--- config.mk ---
export PLATFORM = sky130hd
export DESIGN_NAME = seg_scan_mux
export DESIGN_NICKNAME = d
export VERILOG_FILES = /design/src/rtl/seg_scan_mux.sv
export SDC_FILE = /design/constraint.sdc
export NUM_CORES = 1
export LEC_CHECK = 0
export CAP_MARGIN = 15
export CELL_PAD_IN_SITES_DETAIL_PLACEMENT = 0
export CELL_PAD_IN_SITES_GLOBAL_PLACEMENT = 2
export CORE_ASPECT_RATIO = 0.6
export CORE_UTILIZATION = 34
export DETAILED_ROUTE_END_ITERATION = 8
export PLACE_DENSITY_LB_ADDON = 0.05
export SYNTH_ARGS = -nofsm -noshare
export SYNTH_HDL_FRONTEND = slang
export SYNTH_SLANG_ARGS = --single-unit
--- constraint.sdc ---
create_clock -name inclk -period 6.8 [get_ports inclk]
set_input_delay 1.02 -clock inclk [delete_from_list [all_inputs] [get_ports inclk]]
set_output_delay 1.02 -clock inclk [all_outputs]
set_load 0.03 [all_outputs]
--- src/rtl/seg_scan_mux.sv ---
// seg_scan_mux: time-multiplexed driver for a six-digit seven-segment display.
//
// A snapshot of the six digit patterns is taken at the start of every frame.
// Each digit is then driven for ON_CYC cycles, followed by BLANK_CYC dark
// cycles. The digit's value cannot change partway through a frame, because the
// display shows the snapshot and not the live inputs.
//
// Handshake: there is none. en is a plain level. While en is high, frames run
// back to back. Any edge with en low returns the block to IDLE with the display
// dark.
//
// Ports:
//   inclk       clock, all state updates on the rising edge
//   rst         synchronous active-high reset, overrides en
//   en          scan enable (level)
//   sec_seg1 .. hour_seg10   7-bit digit patterns, 1 = lit, bit6..0 = g..a
//   seg_out     registered shared segment bus (inverted when SEG_ACT_LOW=1)
//   dig_sel     registered one-hot digit enable, bit0 = sec_seg1 .. bit5 = hour_seg10
//   frame_done  one-cycle pulse with the first digit of every frame after the first
module seg_scan_mux #(
    parameter int ON_CYC      = 8,
    parameter int BLANK_CYC   = 2,
    parameter int SEG_ACT_LOW = 0
) (
    input  logic       inclk,
    input  logic       rst,
    input  logic       en,
    input  logic [6:0] sec_seg1,
    input  logic [6:0] sec_seg10,
    input  logic [6:0] min_seg1,
    input  logic [6:0] min_seg10,
    input  logic [6:0] hour_seg1,
    input  logic [6:0] hour_seg10,
    output logic [6:0] seg_out,
    output logic [5:0] dig_sel,
    output logic       frame_done
);

    typedef enum logic [1:0] {
        IDLE  = 2'd0,
        ON    = 2'd1,
        BLANK = 2'd2
    } state_t;

    localparam logic [6:0] SEG_MASK   = (SEG_ACT_LOW != 0) ? 7'h7F : 7'h00;
    localparam logic [6:0] SEG_OFF    = SEG_MASK;
    localparam logic [7:0] ON_LAST    = 8'(ON_CYC - 1);
    localparam logic [7:0] BLANK_LAST = 8'(BLANK_CYC - 1);

    state_t          state_q, state_n;
    logic [2:0]      idx_q, idx_n;
    logic [7:0]      cnt_q, cnt_n;
    logic [5:0][6:0] snap_q, snap_n;
    logic [5:0][6:0] din;
    logic            adv;
    logic            wrap_n;
    logic [6:0]      seg_n;
    logic [5:0]      dig_n;

    // Element 0 is sec_seg1, so the digit index matches the dig_sel bit position.
    assign din = {hour_seg10, hour_seg1, min_seg10, min_seg1, sec_seg10, sec_seg1};

    function automatic logic [6:0] pick(input logic [5:0][6:0] s, input logic [2:0] i);
        logic [6:0] r;
        r = 7'h00;
        case (i)
            3'd0:    r = s[0];
            3'd1:    r = s[1];
            3'd2:    r = s[2];
            3'd3:    r = s[3];
            3'd4:    r = s[4];
            3'd5:    r = s[5];
            default: r = 7'h00;
        endcase
        return r;
    endfunction

    always_comb begin
        state_n = state_q;
        idx_n   = idx_q;
        cnt_n   = cnt_q;
        snap_n  = snap_q;
        adv     = 1'b0;
        wrap_n  = 1'b0;

        case (state_q)
            IDLE: begin
                if (en) begin
                    state_n = ON;
                    idx_n   = 3'd0;
                    cnt_n   = 8'd0;
                    snap_n  = din;
                end
            end
            ON: begin
                if (!en) begin
                    state_n = IDLE;
                    idx_n   = 3'd0;
                    cnt_n   = 8'd0;
                end else if (cnt_q == ON_LAST) begin
                    cnt_n = 8'd0;
                    // With no dark gap the next digit follows immediately.
                    if (BLANK_CYC == 0) adv = 1'b1;
                    else                state_n = BLANK;
                end else begin
                    cnt_n = cnt_q + 8'd1;
                end
            end
            BLANK: begin
                if (!en) begin
                    state_n = IDLE;
                    idx_n   = 3'd0;
                    cnt_n   = 8'd0;
                end else if (cnt_q == BLANK_LAST) begin
                    cnt_n = 8'd0;
                    adv   = 1'b1;
                end else begin
                    cnt_n = cnt_q + 8'd1;
                end
            end
            default: begin
                state_n = IDLE;
                idx_n   = 3'd0;
                cnt_n   = 8'd0;
            end
        endcase

        // Move to the next digit. After the last digit, start a new frame from a fresh snapshot.
        if (adv) begin
            state_n = ON;
            if (idx_q == 3'd5) begin
                idx_n  = 3'd0;
                snap_n = din;
                wrap_n = 1'b1;
            end else begin
                idx_n = idx_q + 3'd1;
            end
        end

        // The outputs are derived from the next state and registered with it,
        // so they line up exactly with the state that follows the clock edge.
        if (state_n == ON) begin
            dig_n = 6'b000001 << idx_n;
            seg_n = pick(snap_n, idx_n) ^ SEG_MASK;
        end else begin
            dig_n = 6'b000000;
            seg_n = SEG_OFF;
        end
    end

    always_ff @(posedge inclk) begin
        if (rst) begin
            state_q    <= IDLE;
            idx_q      <= 3'd0;
            cnt_q      <= 8'd0;
            snap_q     <= '0;
            dig_sel    <= 6'b000000;
            seg_out    <= SEG_OFF;
            frame_done <= 1'b0;
        end else begin
            state_q    <= state_n;
            idx_q      <= idx_n;
            cnt_q      <= cnt_n;
            snap_q     <= snap_n;
            dig_sel    <= dig_n;
            seg_out    <= seg_n;
            frame_done <= wrap_n;
        end
    end

endmodule

After elaboration in Yosys (flattened, before gate mapping)
Cells that the tools add are included.

word-level totals
  register bits = 69
  output and inout bits = 14

operators by class
  $add $sub $neg = 2
  equality and inequality tests = 12
  shifts and indexed selects = 1
  multiplexer cells = 26
  bitwise operators = 2
  reductions and logical operators = 5

operators with widths
  cell                                                                    count
  42-bit 2-to-1 mux                                                       4
  7-bit case mux with 6 select lines                                      1
  8-bit 2-to-1 mux                                                        5
  8-bit case mux with 3 select lines                                      1
  3-bit 2-to-1 mux                                                        4
  2-bit 2-to-1 mux                                                        5
  3-bit equality test (second input constant)                             3
  8-bit by 1-bit adder with 8-bit output (second input constant)          1
  8-bit by 1-bit equality test with 1-bit output (second input constant)  1
  8-bit by 3-bit equality test with 1-bit output (second input constant)  1
  3-bit by 2-bit equality test with 1-bit output (second input constant)  2
  2-bit case mux with 3 select lines                                      1
  3-bit case mux with 2 select lines                                      1
  2-bit OR reduction                                                      3
  1-bit by 3-bit << shifter with 6-bit output (first input constant)      1
  2-bit by 1-bit equality test with 1-bit output (second input constant)  2
  1-bit 2-to-1 mux                                                        4
  3-bit by 1-bit adder with 3-bit output (second input constant)          1
  3-bit by 1-bit equality test with 1-bit output (second input constant)  1
  3-bit logical NOT                                                       1
  2-bit equality test (second input constant)                             1
  2-bit logical NOT                                                       1
  2-bit != test (second input constant)                                   1
  1-bit inverter                                                          2

Depth between registers and ports, before layout
Gate-level depths: netlist of run 1.

  depth in word-level cells = 8
  depth in mapped cells = 9

Least setup slack after synthesis of run 1
No wires, ideal clock.

  path type = input to register
  start = in en
  end = reg seg_out[3]
  setup time = 0.074 ns
  data arrival time = 2.446 ns
  setup slack = 4.280 ns
  stages on the path = 7
  buffers on the path = 1
  cells stage by stage = clkbuf_1 -> nand2_1 -> a21oi_1 -> a21oi_1 -> o31a_1 -> a311o_1 -> a31oi_1

on the way
  longest elaborated chain between the ends = 6
  elaborated cells on any way between the ends = 25
  those cells by class = eq/ne (6); mux (16); bitwise (1); reduce/logical (2)

ends and longest elaborated chain
  item                                                                        line  RTL
  from (decl)                                                                 27    input logic en,
  branches (longest 6 deep; another with 7-bit case mux with 6 select lines)  --
  to (signal assigned)                                                        166   seg_out <= seg_n;
  to (decl)                                                                   34    output logic [6:0] seg_out,

Parallel ways; which one is timed is not known.
A chain may end at the register's enable or synchronous reset.

Final worst setup path of run 1
Ends and elaborated chain as after synthesis.

==> impl_metrics.py, run 1 <==
metrics = {
    "status": {
        "outcome": "finished clean",
    },
    "global_route": {
        "grt_pass1_vias": 2261,
        "grt_max_degree": 64,
        "antenna_found_initial": 0,
        "globalRouteMet1Util": 0.282,
        "met3_usage": 0.0568,
        "grt_pass1_wl_um": 12200,
        "grt_busiest_layer": "met1",
        "grt_overflow_total": 0,
        "grt_usage": 0.184,
        "use_met2": 0.232,
    },
    "drt": {
        "dr_total_vias": 2381,
        "drtIter0Drc": 165,
        "vias_per_cell": 4.95,
        "dr.pass1.iters": 4,
        "drc_errors": 0,
        "drt-total-wl_um": 7750,
        "wl_per_cell_um": 16.1,
        "antenna_left": 0,
    },
    "worst_setup_path": {
        "critPathMaxFanout": 42,
        "crit_type": "primary input to flop",
        "crit_path_start_kind": "primary input",
        "rr_worst_depth": 8,
        "crit_required_ns": 6.99,
        "end_kind": "flop",
        "arrival_ns": 3.73,
    },
    "logic_synthesis": {
        "ys_seq_elements": 69,
        "yosys.area.top_type": "dfxtp_1",
        "seq_area_frac_synth": 0.455,
        "synthFlopType": "dfxtp_1",
        "synth.cells.most_frequent": "69 x dfxtp_1, 47 x nor2_1, 28 x mux2i_1, 18 x nor2b_1, 16 x a21oi_1",
        "synth_nets": 358,
        "yosys_warnings": 0,
        "synth.top_cells.by_area": "dfxtp_1 45%, mux2i_1 9.2%, nor2_1 5.8%, mux2_2 5.2%, nor2b_1 3.7%",
        "syn_inst": 307,
        "synth_edf_count": 0,
        "syn_area_mm2": 0.00304,
        "synth.most_common_cell": "dfxtp_1",
        "avgSynthCellArea_um2": 9.90,
        "ys_types": 42,
        "synth_async_sr_flop_share": 0,
        "yosysTopAreaCellShare": 0.455,
    },
    "place": {
        "dp_hpwl_um": 5380,
        "gp_congestion": 0.763,
        "dp.cells": 465,
        "pre_cts_ws_ns": 2.92,
        "post_dp_cell_area_mm2": 0.00369,
        "portBuffers": 58,
    },
    "layout": {
        "nets": 415,
        "stdcell_area_mm2": 0.00405,
        "area_growth_pct": 33.3,
        "drive_above_1_share": 0.108,
        "n_antenna_cell": 0,
        "n_fill_cell": 829,
        "layout.cells.non_filler": 481,
    },
    "timing": {
        "post-route-period-util": 0.519,
        "fmax_ghz": 0.283,
        "tightest_slew_ns": 1.04,
        "rsz0062_at_grt": "false",
        "finalSetupTns_ns": 0,
        "finalSetupViolations": 0,
        "finalCriticalPeriod_ns": 3.53,
        "fin_ws_ns": 3.27,
        "finalMaxSlewViolations": 0,
        "hold_violations": 0,
        "whs_ns": 0.487,
        "slew_headroom": 0.299,
        "skew_ns": 0.00338,
    },
    "clock_tree": {
        "htree_num_levels": 3,
        "cts_tree": "yes",
        "clk_pin_slew_ns": 0.05,
        "post_cts_buffers": 0,
        "ctsResizeCount": 0,
        "clk_latency_ns": 0.33,
        "cts_hold_buf": 0,
        "cts_inserted_buffers": 9,
        "clockBufferDepth": 2,
        "cts-root-buf": "clkbuf_16",
        "numClockSinks": 69,
    },
    "pwr": {
        "peakVddDrop_mv": 0.128,
        "leakage_nw": 1.54,
        "power_density_mw_per_mm2": 275,
    },
    "floorplanning": {
        "fp.coreArea_mm2": 0.00859,
        "ios": 59,
        "placementRows": 26,
        "die_area_mm2": 0.00933,
        "initial_core_util": 0.354,
        "die_x_um": 124,
        "die_y_um": 75.2,
    },
    "flow_run": {
        "drv_cap": 0,
    },
    "worst_hold_path": {
        "hold_path_depth": 2,
        "hp-class": "flop to flop",
    },
}
==> registers in the layout, indices dropped and copies added, names as in the netlist <==
register    flops
cnt_q           8
dig_sel         6
frame_done      1
idx_q           3
seg_out         7
snap_q         42
state_q         2
==> cells by family after synthesis <==
family | synth area share
simple gates | 0.193
flops | 0.455
compound gates | 0.142
mux | 0.152
buf+inv | 0.0333
fa+ha+maj | 0.0247
==> routing by layer <==
layer | wire, µm | vias up
met5 | 0 | -
met4 | 105 | 0
met3 | 522 | 9
met2 | 2810 | 59
met1 | 4310 | 1097
li1 | - | 1216
==> layout by cell type (no fill, tap or decap), drive strengths merged, types with 5 or more instances in the layout <==
master and instances:
clkbuf 13, a21oi 16, nor2b 18, mux2i 28, o21ai 7, ha 6, o22a 10, a31oi 8
a22oi 5, a2bb2oi 5, nor2 47, dfxtp 69, nand2 8, nor3 8, mux2 16, nor3b 7
clkdlybuf4s50 57
==> through the flow <==
| stage | utilization | total power [W] |
|---|---|---|
| after floorplan | - | 0.000519 |
| after global placement | 0.430 | 0.000565 |
| after detailed placement | 0.430 | 0.000565 |
| after CTS | 0.472 | 0.00113 |
| after global routing | 0.472 | 0.00116 |
| final | 0.472 | 0.00111 |
==> report_power, final <==
part | switching [W] | total (W) | internal, W
Clock | 0.000169 | 0.000558 | 0.000388
Combinational | 0.0000611 | 0.000126 | 0.0000646
Sequential | 0.00000562 | 0.000430 | 0.000425
Total | 0.000236 | 0.00111 | 0.000878
==> layout make-up <==
cell class | instances | area, µm² | area share
multi-input cells | 219 | 1560 | 0.384
flip-flops and latches | 69 | 1380 | 0.341
repair buffers | 61 | 598 | 0.148
clock buffers | 13 | 270 | 0.0667
well taps | 112 | 140 | 0.0346
clock inverters | 3 | 90.1 | 0.0222
inverters | 4 | 15.0 | 0.00371
==> worst max-delay path, cell delays in order <==
cell	delay (ns)
clkdlybuf4s50_1	0.75
nand4_4	0.22
o31ai_4	0.26
buf_4	0.56
mux2_2	0.42
a222oi_1	0.35
a31oi_1	0.13
==> path summary, 6_finish.rpt <==
path	start	end	slack, ns
worst min-delay path	snap_q[15]	snap_q[15]	0.49
worst max-delay path	en	seg_out[3]	3.27
worst max register to register	cnt_q[0]	seg_out[3]	3.79
worst min register to register	snap_q[15]	snap_q[15]	0.49
Note: power is estimated with default switching activity, not from simulation.
==> inputs of run 2 (changes only) <==
--- a/config.mk
+++ b/config.mk
@@ -9,7 +9,7 @@
 export CELL_PAD_IN_SITES_DETAIL_PLACEMENT = 0
 export CELL_PAD_IN_SITES_GLOBAL_PLACEMENT = 2
 export CORE_ASPECT_RATIO = 0.6
-export CORE_UTILIZATION = 34
+export CORE_UTILIZATION = 32
 export DETAILED_ROUTE_END_ITERATION = 8
 export PLACE_DENSITY_LB_ADDON = 0.05
 export SYNTH_ARGS = -nofsm -noshare
==> constraint.sdc (replaced) <==
create_clock -name inclk -period 3.7 [get_ports inclk]
set_input_delay 0.555 -clock inclk [delete_from_list [all_inputs] [get_ports inclk]]
set_output_delay 0.555 -clock inclk [all_outputs]
set_load 0.03 [all_outputs]
==> run 2 against run 1 <==
Effect of this change: clock power grew 47%; utilization down 3.1 points; largest cell class unchanged; die area grew 6.1%; via count up 0.42%; critical endpoint is now seg_out[1]; critical path depth stayed put; sequential cell count did not move; count of clock-buffer cells in the layout shrank 1; combinational power grew 90%.
==> impl_metrics.py, run 2 (synthesized netlist as in run 1, its figures left out) <==
metrics = {
    "layout": {
        "nets": 421,
        "reg.largest.list": "snap_q (42), cnt_q (8), seg_out (7)",
        "n_antenna_cell": 0,
        "area_growth_pct": 33.3,
        "fin_util": 0.441,
        "largest_reg_flops": 42,
        "drive_above_1_share": 0.115,
        "final_cell_mix": "69 x dfxtp_1, 57 x clkdlybuf4s50_1, 47 x nor2_1, 28 x mux2i_1, 18 x nor2b_1",
        "layout_commonest_cell": "dfxtp_1",
        "largest_register": "snap_q",
        "layout.cells.non_filler": 503,
    },
    "pwr": {
        "p_sw_w": 0.000418,
        "clkPwrFrac": 0.444,
        "power_frac_comb": 0.129,
        "leakage_nw": 1.53,
        "internal_power_w": 0.00144,
        "p_seq_frac": 0.427,
        "power_density_mw_per_mm2": 458,
        "peakVddDrop_mv": 0.248,
        "switching_share": 0.225,
    },
    "timing": {
        "hold_violations": 0,
        "post-route-period-util": 0.812,
        "tightest_slew_ns": 0.865,
        "finalSetupViolations": 0,
        "finalCriticalPeriod_ns": 3.00,
        "slew_headroom": 0.421,
        "skew_ns": 0.00648,
        "whs_ns": 0.491,
        "rsz0062_at_grt": "false",
        "finalMaxSlewViolations": 0,
        "finalSetupTns_ns": 0,
        "fmax_ghz": 0.333,
    },
    "clock_tree": {
        "numClockSinks": 69,
        "clk_latency_ns": 0.33,
        "clk_pin_slew_ns": 0.05,
        "cts-root-buf": "clkbuf_16",
        "post_cts_buffers": 0,
        "htree_num_levels": 3,
        "cts_hold_buf": 0,
        "ctsResizeCount": 0,
        "cts_inserted_buffers": 9,
        "clockBufferDepth": 2,
        "cts_tree": "yes",
    },
    "global_route": {
        "grt_usage": 0.179,
        "grt_pass1_vias": 2415,
        "antenna_found_initial": 0,
        "grt_overflow_total": 0,
        "grt_max_degree": 37,
        "grt_pass1_wl_um": 13100,
    },
    "drt": {
        "drt-total-wl_um": 8130,
        "dr_total_vias": 2391,
        "wl_per_cell_um": 16.2,
        "dr.pass1.iters": 4,
        "drc_errors": 0,
        "drtIter0Drc": 148,
        "antenna_left": 0,
        "vias_per_cell": 4.75,
    },
    "place": {
        "portBuffers": 58,
        "dp_hpwl_um": 5910,
        "gp_congestion": 0.774,
        "dp.cells": 489,
    },
    "worst_setup_path": {
        "crit_required_ns": 3.89,
        "rr_worst_depth": 7,
        "crit_type": "primary input to flop",
        "end_kind": "flop",
        "arrival_ns": 3.20,
        "crit_path_start_kind": "primary input",
        "critPathMaxFanout": 12,
    },
    "floorplanning": {
        "ios": 59,
        "die_y_um": 77.5,
        "fp.coreArea_mm2": 0.00919,
        "die_x_um": 128,
        "die_area_mm2": 0.00990,
        "placementRows": 27,
        "initial_core_util": 0.331,
    },
    "worst_hold_path": {
        "hp-class": "flop to flop",
        "hold_path_depth": 2,
    },
    "status": {
        "outcome": "finished clean",
    },
    "flow_run": {
        "drv_cap": 0,
    },
}
-- run 2: final timing paths --
path | to | from | slack, ns
setup / recovery | seg_out[1] | en | 0.70
hold / removal | snap_q[41] | snap_q[41] | 0.49
setup reg to reg | seg_out[3] | cnt_q[0] | 0.73
hold reg to reg | snap_q[41] | snap_q[41] | 0.49
-- run 2: stage by stage --
step | setup WS [ns] | area (µm²) | total power (W)
CTS | 0.685 | 4050 | 0.00188
finish | 0.696 | 4050 | 0.00185
global placement | 0.377 | 3770 | 0.00105
floorplan | 1.34 | 3040 | 0.000953
global route | 0.474 | 4050 | 0.00195
detailed placement | 0.357 | 3770 | 0.00105
-- run 2: per-layer routing --
metal | wire length [µm] | global-route usage
met1 | 4710 | 0.275
met2 | 2980 | 0.227
met3 | 394 | 0.0641
met4 | 50 | 0.0424
met5 | 0 | 0
-- run 2: power by group through the flow --
stage	sequential [W]	combinational [W]	clock, W
final	0.000793	0.000239	0.000823
after global routing	0.000796	0.000262	0.000888
after CTS	0.000793	0.000241	0.000846
after detailed placement	0.000808	0.000240	0
after global placement	0.000808	0.000240	0
after floorplan	0.000815	0.000139	0
-- run 2: cell type report --
| class | count | area (µm²) |
|---|---|---|
| Clock buffer | 12 | 246 |
| Clock inverter | 2 | 35.0 |
| Fill cell | 904 | 5140 |
| Inverter | 4 | 15.0 |
| Multi-Input combinational cell | 219 | 1560 |
| Sequential cell | 69 | 1380 |
| Tap cell | 130 | 163 |
| Timing Repair Buffer | 67 | 656 |
-- run 2: worst max-delay path, cell delays in order --
cell             delay, ns
clkdlybuf4s50_1       0.75
nand4_4               0.23
o31ai_4               0.58
buf_4                 0.25
mux2_2                0.34
a22oi_1               0.35
a31oi_1               0.13
